===== src/rtl/elevador_pkg.sv =====
// rtl/elevador_pkg.sv - shared constants and state type for the elevador controller
package elevador_pkg;

    localparam int NUM_FLOORS = 5;
    localparam int FLOOR_W    = 3;

    localparam int DEFAULT_FLOOR_CYCLES = 4;
    localparam int DEFAULT_MAX_PEOPLE   = 8;

    typedef enum logic [1:0] {
        ST_IDLE = 2'd0,
        ST_UP   = 2'd1,
        ST_DOWN = 2'd2
    } state_t;

endpackage


===== src/rtl/elevador_req_encoder.sv =====
// rtl/elevador_req_encoder.sv - highest-set-bit encoder for the floor request vector
module elevador_req_encoder
    import elevador_pkg::*;
(
    input  logic [NUM_FLOORS-1:0] i_req,
    output logic                  o_valid,
    output logic [FLOOR_W-1:0]    o_floor
);

    // Later iterations overwrite earlier ones, so the highest set bit wins.
    always_comb begin
        o_valid = |i_req;
        o_floor = '0;
        for (int i = 0; i < NUM_FLOORS; i++) begin
            if (i_req[i]) begin
                o_floor = FLOOR_W'(i);
            end
        end
    end

endmodule


===== src/rtl/elevador.sv =====
// rtl/elevador.sv - five-floor elevator controller with travel timer and passenger count
module elevador
    import elevador_pkg::*;
#(
    parameter int FLOOR_CYCLES = DEFAULT_FLOOR_CYCLES,
    parameter int MAX_PEOPLE   = DEFAULT_MAX_PEOPLE
) (
    input  logic                  clk,
    input  logic                  reset,
    input  logic [NUM_FLOORS-1:0] req,
    input  logic                  person_enter,
    input  logic                  person_exit,
    output logic                  motor_up,
    output logic                  motor_down,
    output logic                  busy,
    output logic [FLOOR_W-1:0]    andar_atual,
    output logic [FLOOR_W-1:0]    andar_requisitado,
    output logic [3:0]            num_people
);

    localparam int TIMER_W = (FLOOR_CYCLES > 1) ? $clog2(FLOOR_CYCLES) : 1;
    localparam logic [TIMER_W-1:0] TIMER_LAST = TIMER_W'(FLOOR_CYCLES - 1);
    localparam logic [3:0]         PEOPLE_MAX = 4'(MAX_PEOPLE);

    state_t               r_state;
    logic [FLOOR_W-1:0]   r_floor;
    logic [FLOOR_W-1:0]   r_target;
    logic [TIMER_W-1:0]   r_timer;
    logic [3:0]           r_people;

    logic                 w_req_valid;
    logic [FLOOR_W-1:0]   w_req_floor;
    logic [FLOOR_W-1:0]   w_next_floor;
    logic                 w_floor_step;

    elevador_req_encoder u_req_encoder (
        .i_req   (req),
        .o_valid (w_req_valid),
        .o_floor (w_req_floor)
    );

    assign w_floor_step = (r_timer == TIMER_LAST);
    assign w_next_floor = (r_state == ST_UP) ? (r_floor + FLOOR_W'(1))
                                             : (r_floor - FLOOR_W'(1));

    always_ff @(posedge clk) begin
        if (!reset) begin
            r_state  <= ST_IDLE;
            r_floor  <= '0;
            r_target <= '0;
            r_timer  <= '0;
        end else begin
            case (r_state)
                ST_IDLE: begin
                    if (w_req_valid) begin
                        r_target <= w_req_floor;
                        r_timer  <= '0;
                        if (w_req_floor > r_floor) begin
                            r_state <= ST_UP;
                        end else if (w_req_floor < r_floor) begin
                            r_state <= ST_DOWN;
                        end
                    end
                end
                ST_UP, ST_DOWN: begin
                    // Requests are ignored here; the latched target is fixed until arrival.
                    if (w_floor_step) begin
                        r_timer <= '0;
                        r_floor <= w_next_floor;
                        if (w_next_floor == r_target) begin
                            r_state <= ST_IDLE;
                        end
                    end else begin
                        r_timer <= r_timer + TIMER_W'(1);
                    end
                end
                default: begin
                    r_state <= ST_IDLE;
                    r_timer <= '0;
                end
            endcase
        end
    end

    // Boarding is only counted with the car stopped; the edge that starts motion still counts.
    always_ff @(posedge clk) begin
        if (!reset) begin
            r_people <= '0;
        end else if (r_state == ST_IDLE) begin
            case ({person_enter, person_exit})
                2'b10: if (r_people < PEOPLE_MAX) r_people <= r_people + 4'd1;
                2'b01: if (r_people != 4'd0)      r_people <= r_people - 4'd1;
                default: ;
            endcase
        end
    end

    assign motor_up          = (r_state == ST_UP);
    assign motor_down        = (r_state == ST_DOWN);
    assign busy              = (r_state != ST_IDLE);
    assign andar_atual       = r_floor;
    assign andar_requisitado = r_target;
    assign num_people        = r_people;

endmodule


===== config.mk =====
export PLATFORM = sky130hd
export DESIGN_NAME = elevador
export DESIGN_NICKNAME = d
export VERILOG_FILES = /design/src/rtl/elevador_pkg.sv /design/src/rtl/elevador_req_encoder.sv /design/src/rtl/elevador.sv
export SDC_FILE = /design/constraint.sdc
export NUM_CORES = 1
export LEC_CHECK = 0
export CORE_UTILIZATION = 52
export DETAILED_ROUTE_END_ITERATION = 10
export PLACE_DENSITY = 0.82
export SYNTH_ARGS = -nofsm -noshare
export SYNTH_HDL_FRONTEND = slang
export SYNTH_SLANG_ARGS = --single-unit

===== constraint.sdc =====
create_clock -name clk -period 5.15 [get_ports clk]
set_input_delay 0.7725 -clock clk [delete_from_list [all_inputs] [get_ports clk]]
set_output_delay 0.7725 -clock clk [all_outputs]
set_load 0.05 [all_outputs]

* Word level (Yosys, flattened, before mapping)
Cells that the tools add are included.
** Word-level totals
- Input bits :: 9
- Bits in read-only memories :: 0
- RAM bits :: 0
- Memories kept :: 0
- Register bits :: 14
- Latch bits :: 0
- Output and inout port bits :: 13
** Operators by class
- Reductions and logical operators :: 10
- Multipliers :: 0
- Multiplexer cells :: 17
- Bitwise gates (word level) :: 0
- Order comparisons :: 3
- Div/mod/pow operators :: 0
- Shifts and indexed selects :: 0
- Eq/ne operators :: 12
- Add/sub/neg operators :: 5
** Operator list (number)
- two-way mux 2 bit :: 9
- two-way mux 4 bit :: 2
- inequality test 2 bit (second input constant) :: 4
- case mux 2 bit (2 select lines) :: 2
- case mux 4 bit (2 select lines) :: 1
- AND reduction 4 bit :: 2
- == test 2 bit (second input constant) :: 3
- two-way mux 3 bit :: 2
- OR reduction 5 bit :: 1
- adder 4 x 1 -> 4 bit (second input constant) :: 1
- == test 2 x 1 -> 1 bit (second input constant) :: 2
- < comparator 4 bit (second input constant) :: 1
- AND reduction 2 bit :: 2
- nonzero test 2 bit :: 2
- nonzero test 4 bit :: 1
- subtractor 4 x 1 -> 4 bit (second input constant) :: 1
- adder 3 x 1 -> 3 bit (second input constant) :: 1
- == test 3 bit :: 1
- > comparator 3 bit :: 1
- < comparator 3 bit :: 1
- inequality test 3 bit (second input constant) :: 1
- subtractor 3 x 1 -> 3 bit (second input constant) :: 1
- adder 2 x 1 -> 2 bit (second input constant) :: 1
- logical NOT 2 bit :: 1
- other kinds (3) :: 3

* Logic depth before layout (Yosys ltp)
Gate-level depths: netlist of run 1.
- Word-level depth :: 9
- Depth in mapped cells :: 8
- Mapped depth without buffers :: 8

* Hierarchy
From an unflattened synthesis of run 1, not the netlist that was laid out.
** Unflattened totals
- Cells, all modules :: 111
- Area total of the unflattened synthesis :: 977.2 sq um
** By module, submodules not included
- elevador :: seq. area each 280.3 sq um, area an instance 934.6 sq um, instances 1, cells an instance 103
- elevador_req_encoder :: seq. area each 0.0 sq um, area an instance 42.5 sq um, instances 1, cells an instance 8

* Worst setup path after synthesis of run 1
Ideal clock, no wire load.
- Kind :: register to register
- Start :: register r_state[1]
- End :: register r_state[1]
- Path buffers :: 0
- Setup slack :: 2.905 ns
- Arrival time :: 2.171 ns
- Stages on the path, launching flop included :: 9
- Library setup time :: 0.073 ns
- Clock period less this slack :: 2.245 ns
- Cells stage by stage :: dfxtp_1 > inv_1 > ha_1 > fa_1 > xor2_1 > nand3_1 > o21ai_1 > a211o_1 > o211ai_2
** On the way
- Cells in the longest elaborated chain, start to end :: 5
** Ends and longest elaborated chain
- start, declared :: RTL line elevador.sv:25 : state_t r_state;
- start signal, assigned :: RTL line elevador.sv:48 : r_state <= ST_IDLE;
- start signal, assigned :: RTL line elevador.sv:59 : r_state <= ST_UP;
- start signal, assigned :: RTL line elevador.sv:61 : r_state <= ST_DOWN;
- == test 2 x 1 -> 1 bit *
- via motor_up :: RTL line elevador.sv:13 : output logic motor_up,
- two-way mux 3 bit :: RTL line elevador.sv:43 : assign w_next_floor = (r_state == ST_UP) ? (r_floor + FLOOR_W'(1))
- == test 3 bit :: RTL line elevador.sv:70 : if (w_next_floor == r_target) begin
- inequality test 2 bit (no line)
- AND reduction 4 bit (no line)
Mark *: on every way through the listed nets, which the timed path passes. The rest lies on a longest branch.
A chain may end at the register's enable or synchronous reset.

* Worst setup path after layout of run 1
- Start :: register r_state[0]
- End :: output busy
** On the way
- Cells in the longest elaborated chain, start to end :: 1
** Ends and longest elaborated chain
- nonzero test 2 bit :: RTL line elevador.sv:100 : assign busy = (r_state != ST_IDLE);
- end, declared :: RTL line elevador.sv:15 : output logic busy,
Every way passes these cells.

==> results of run 1 <==
per-layer routing:
layer,part of all wire,up-vias,global-route usage
met4,0.015,0,0.0970
met5,0,-,0
met3,0.052,5,0.0240
li1,-,439,-
met2,0.45,26,0.335
met1,0.49,390,0.329
per-stage QoR:
step	std cells	util	worst slack (ns)	hold WS, ns
final	161	0.708	2.22	0.479
after detailed placement	157	0.687	2.48	0.472
after floorplan	113	-	2.91	0.447
after CTS	161	0.708	2.21	0.485
after global routing	161	0.708	2.13	0.522
after global placement	157	0.687	2.54	0.460
final cells by class:
class                      count  area, um^2
fill                         143         504
sequential                    14         280
multi-input combinational     84         616
tap                           25        31.3
clock buffer                   4        36.3
timing repair buffer          21         210
inverter                      13        48.8
cell usage in the layout, fill, tap and decap left out, types with 2 or more instances in the layout:
cell type | netlist | routed
o21ai_0 | 3 | 3
nand2_1 | 4 | 4
nor3_1 | 5 | 5
fa_1 | 2 | 2
nor2_1 | 12 | 12
clkdlybuf4s50_1 | 0 | 21
xnor2_1 | 5 | 5
dfxtp_1 | 14 | 14
xor2_1 | 3 | 3
inv_1 | 13 | 13
a21oi_1 | 8 | 8
ha_1 | 9 | 9
o21ai_1 | 2 | 2
clkbuf_4 | 0 | 3
o21a_1 | 2 | 2
a211oi_1 | 2 | 2
a21o_1 | 2 | 2
nand3_1 | 5 | 5
nor4_1 | 2 | 2
mux2i_1 | 2 | 2
tightest hold or removal path: cells and delay by family (launching register included):
family	cells	cell delay, ns
DFF	1	0.32
and+or+nand+nor	1	0.06
AOI/OAI and AO/OA	1	0.05
cell usage after synthesis (all sizes together) (2+ instances only):
cell type / count
xnor2: 5
fa: 2
a21oi: 8
dfxtp: 14
a211oi: 2
a21o: 2
nor3: 5
nand3: 5
inv: 13
nor2: 12
ha: 9
nor4: 3
xor2: 3
o21a: 2
mux2i: 2
nand2: 5
o21ai: 6
report_power, final:
part           switching, mW  internal, mW
Clock                 0.0401        0.0431
Combinational          0.213         0.124
Sequential            0.0222         0.132
Total                  0.275         0.299
registers in the layout (all words and copies together) (netlist names):
register / count
r_timer: 2
andar_requisitado: 3
andar_atual: 3
r_state: 2
num_people: 4
final timing paths:
check / start / to / cells after the start / slack, ns
worst min-delay path: r_timer[1] / r_timer[1] / 2 / 0.48
worst min register to register: r_timer[1] / r_timer[1] / 2 / 0.48
worst max register to register: r_state[1] / r_state[1] / 8 / 2.94
worst max-delay path: r_state[0] / busy / 4 / 2.22
cell families (layout without fill, tap and decap cells):
family / Yosys count / count (layout) / synth area share
buffers and inverters: 15 / 38 / 0.0604
DFF: 14 / 14 / 0.294
adders and majority gates: 11 / 11 / 0.160
AOI/OAI and AO/OA: 25 / 25 / 0.172
muxes: 2 / 2 / 0.0210
and+or+nand+nor: 38 / 38 / 0.219
xor gates and xnor gates: 8 / 8 / 0.0735
==> reports/results.tsv, run 1 <==
stage	metric	value	unit
outcome	status	finished, final reports clean	
clock_tree	post-cts-setup-buffers	0	
setup_path	required	4.38	ns
detailed_routing	ant_nets	0	
final_layout	synthToLayoutAreaGrowth	28.2	%
setup_path	cp-start-kind	register	
clock_tree	cts_tree	yes	
floorplan	die_h	44.8	um
detailed_routing	drt-pass1-iter-count	4	
logic_synthesis	yosys.area.top_type	dfxtp_1	
sta	finalCritPeriodShare	0.568	
logic_synthesis	post_synth.cell_area_avg	8.44	um^2
grt	antenna_found_initial	0	
detailed_routing	vias	860	
sta	fmax	342	MHz
logic_synthesis	synth_edf_count	0	
logic_synthesis	synthFlopType	dfxtp_1	
sta	relSlewSlack	0.670	
setup_path	max_stage_delay	0.84	ns
clock_tree	cts_hold_buf	0	
setup_path	path_delay_family	buffers and inverters	
clock_tree	numCtsBuffers	3	
sta	hold_violations	0	
floorplan	io_pins	22	
clock_tree	ctsResizeCount	0	
logic_synthesis	synth_top_cell_area_share	0.294	
setup_path	worstPathMaxFanout	9	
detailed_routing	drc_errors	0	
logic_synthesis	synth_nets	133	
setup_path	path_class	reg2out	
power	p_leak	0.509	nW
grt	grt_pass1_wl	3300	um
final_layout	drive_gt1_frac	0.0735	
logic_synthesis	synthTopCellsByArea	dfxtp_1 29%, ha_1 12%, inv_1 5.1%, nor2_1 4.7%, xnor2_1 4.6%	
clock_tree	cts_sinks	14	
setup_path	worstPathCellList	inv_1, ha_1, inv_1, clkdlybuf4s50_1	
clock_tree	insertion_delay	0.29	ns
detailed_routing	via_per_inst	5.34	
floorplan	fp.coreArea	1730	um^2
detailed_routing	wl_per_cell	12.5	um
clock_tree	clockRootBuffer	clkbuf_4	
sta	min_period	2.93	ns
power	ir_worst_vdd	0.298	mV
logic_synthesis	syn_area	953	um^2
floorplan	rows	15	
sta	tightestPinTransition	0.494	ns
final_layout	n_antenna_cell	0	
logic_synthesis	yosysWarnings	0	
setup_path	end_kind	primary output	
sta	skew	0.00464	ns
place	dp_hpwl	1610	um
setup_path	crit_top_cell	inv_1	
detailed_routing	finalWirelength	2010	um
floorplan	initial_core_util	0.552	
floorplan	dieArea	2010	um^2
logic_synthesis	async_flop_share	0	
power	total_power	0.574	mW
floorplan	fp.dieW	44.8	um
grt	grt_usage	0.225	
sta	final-setup-viol-count	0	
sta	rsz0062_at_grt	no	
logic_synthesis	seq_area_frac_synth	0.294	
place	port_buffers	21	
sta	drv_slew	0	
grt	grt_remaining_overflow	0	
flow_run	cap_violations	0	
place	dpl_cell_area	1190	um^2
grt	grt_pass1_vias	749	
final_layout	final_cell_area	1220	um^2
sta	tns	0	ns
place	globalplace.congestion	0.862	
detailed_routing	dr.first_iter.drc_count	28	
setup_path	path_buf_inv	3	
logic_synthesis	netlist_instances	113	
power	power.density	470	nW/um^2
grt	grt_max_degree	15	
logic_synthesis	ys_ff_latch	14	
min_path	hold_class	reg2reg	
clock_tree	htreeDepth	1	
logic_synthesis	yosysUniqueCellTypes	36	
clock_tree	clk_pin_slew	0.10	ns
final_layout	fin_nets	157	
setup_path	critPathSlowestCell	clkdlybuf4s50_1	
setup_path	worstPathArrival	2.15	ns
clock_tree	cts_buffer_depth	2	
No activity file was read; power rests on OpenSTA's default activity.
==> run 2, diff against run 1 <==
- CORE_UTILIZATION: 52 -> 49
- PLACE_DENSITY: 0.82 -> 0.77
- clock period: 5.15 -> 3 ns (I/O delays scaled with it)
==> reports/results.tsv, run 2 (synthesis results as in run 1) <==
stage	metric	value	unit	change
final_layout	synthToLayoutAreaGrowth	28.2	%	unchanged
grt	grt_remaining_overflow	0		unchanged
floorplan	fp.coreArea	1780	um^2	+3.3%
final_layout	n_antenna_cell	0		unchanged
sta	relSlewSlack	0.658		-0.0115
floorplan	rows	15		unchanged
floorplan	fp.dieW	46.1	um	+2.9%
sta	rsz0062_at_grt	no		
power	ir_worst_vdd	0.449	mV	+51%
setup_path	startpoint	r_state[0]		
sta	hold_violations	0		unchanged
grt	grt_max_degree	15		unchanged
place	port_buffers	21		unchanged
detailed_routing	dr.first_iter.drc_count	21		-25%
setup_path	r2r_slack	0.79	ns	-2.15 ns
sta	hold-worst-slack	0.483	ns	+0.00435 ns
place	globalplace.congestion	0.880		+2.1%
floorplan	dieArea	2130	um^2	+5.8%
final_layout	drive_gt1_frac	0.0735		unchanged
setup_path	required	2.55	ns	-1.83 ns
final_layout	seq_area	280	um^2	unchanged
setup_path	worstPathMaxFanout	9		unchanged
clock_tree	numCtsBuffers	3		unchanged
final_layout	final_common_cell	clkdlybuf4s50_1		
clock_tree	clk_pin_slew	0.10	ns	about the same
final_layout	n_fill_cell	140		-2.1%
place	dp_hpwl	1680	um	+4.4%
detailed_routing	via_per_inst	5.48		+2.7%
final_layout	largest_reg_flops	4		unchanged
power	total_power	0.990	mW	+72%
grt	antenna_found_initial	0		unchanged
flow_run	cap_violations	0		unchanged
min_path	hold_class	reg2reg		
setup_path	worstPathArrival	2.16	ns	about the same
grt	grt_pass1_vias	797		+6.4%
clock_tree	clockRootBuffer	clkbuf_4		
sta	min_period	2.61	ns	
sta	drv_slew	0		unchanged
grt	grt_usage	0.233		+0.00793
final_layout	final_cell_mix	21 x clkdlybuf4s50_1, 14 x dfxtp_1, 13 x inv_1		
setup_path	rr_endpoint	r_state[0]		
floorplan	initial_core_util	0.535		-0.0174
final_layout	multiInputGateArea	616	um^2	unchanged
detailed_routing	drt-pass1-iter-count	4		unchanged
clock_tree	htreeDepth	1		unchanged
clock_tree	ctsResizeCount	0		unchanged
power	power.density	810	nW/um^2	+72%
clock_tree	post-cts-setup-buffers	0		unchanged
setup_path	reg2reg_from	r_state[1]		
floorplan	die_h	46.1	um	+2.9%
setup_path	reg2reg_depth	8		unchanged
detailed_routing	finalWirelength	2180	um	+8.4%
clock_tree	cts_buffer_depth	2		unchanged
outcome	status	finished, final reports clean		
floorplan	io_pins	22		unchanged
clock_tree	cts_sinks	14		unchanged
detailed_routing	drc_errors	0		unchanged
detailed_routing	vias	883		+2.7%
setup_path	cp-start-kind	register		
final_layout	fin_nets	157		unchanged
clock_tree	cts_hold_buf	0		unchanged
sta	tns	0	ns	unchanged
setup_path	setup.worst_path.end	busy		
clock_tree	cts_tree	yes		
sta	final-setup-viol-count	0		unchanged
sta	fmax	384	MHz	
detailed_routing	ant_nets	0		unchanged
sta	skew	0.00927	ns	+0.00464 ns
clock_tree	insertion_delay	0.28	ns	about the same
detailed_routing	wl_per_cell	13.5	um	+8.4%
sta	finalCritPeriodShare	0.869		
power	p_leak	0.509	nW	unchanged
setup_path	end_kind	primary output		
grt	grt_pass1_wl	3530	um	+7.1%
sta	tightestPinTransition	0.511	ns	+0.0172 ns
setup_path	path_class	reg2out		
run 2: worst max-delay path, stage by stage, from the launching register on:
cell and delay (ns):
dfxtp_1 0.40, inv_1 0.08, ha_1 0.33, inv_1 0.22, clkdlybuf4s50_1 0.84
run 2: routing by layer:
metal	track usage	share of wire	vias to the layer above
met3	0.0314	0.046	4
met2	0.355	0.46	21
met1	0.324	0.48	421
met5	0	0	-
li1	-	-	437
met4	0.106	0.0092	0
run 2: metrics by stage:
| stage | cell area (um^2) | setup slack [ns] | std cells | utilization |
|---|---|---|---|---|
| final | 1220 | 0.393 | 161 | 0.686 |
| after global routing | 1220 | 0.297 | 161 | 0.686 |
| after CTS | 1220 | 0.385 | 161 | 0.686 |
| after detailed placement | 1190 | 0.653 | 157 | 0.665 |
| after global placement | 1190 | 0.712 | 157 | 0.665 |
| after floorplan | 953 | 0.755 | 113 | - |
run 2: final cells by class:
cell class,instances,share of cell area
timing repair buffer,21,0.172
clock buffer,4,0.0297
tap,25,0.0256
sequential,14,0.229
multi-input combinational,84,0.504
inverter,13,0.0399
run 2: worst min-delay path by stage:
| stage | start | endpoint | slack [ns] | cells after the start |
|---|---|---|---|---|
| 6_report | r_timer[1] | r_timer[1] | 0.48 | 2 |
| 5_1_grt | r_timer[1] | r_timer[1] | 0.50 | 2 |
| 4_1_cts | r_timer[1] | r_timer[1] | 0.49 | 2 |
| 3_5_place_dp | r_timer[1] | r_timer[1] | 0.48 | 2 |
| 3_3_place_gp | r_timer[1] | r_timer[1] | 0.46 | 2 |
| 2_1_floorplan | r_timer[1] | r_timer[1] | 0.45 | 2 |
run 2: where the power goes:
| group | internal (mW) | leakage [nW] | switching (mW) |
|---|---|---|---|
| registers | 0.227 | 0.114 | 0.0409 |
| clock network | 0.0738 | 0.0210 | 0.0645 |
| logic | 0.213 | 0.374 | 0.370 |
| total | 0.514 | 0.509 | 0.476 |
==> run 3, diff against run 2 <==
- ABC_CLOCK_PERIOD_IN_PS: default -> 3000
- SLEW_MARGIN: default -> 20
==> results of run 3 <==
Same layout as run 2: the final DEF is identical, and so are final timing and power.
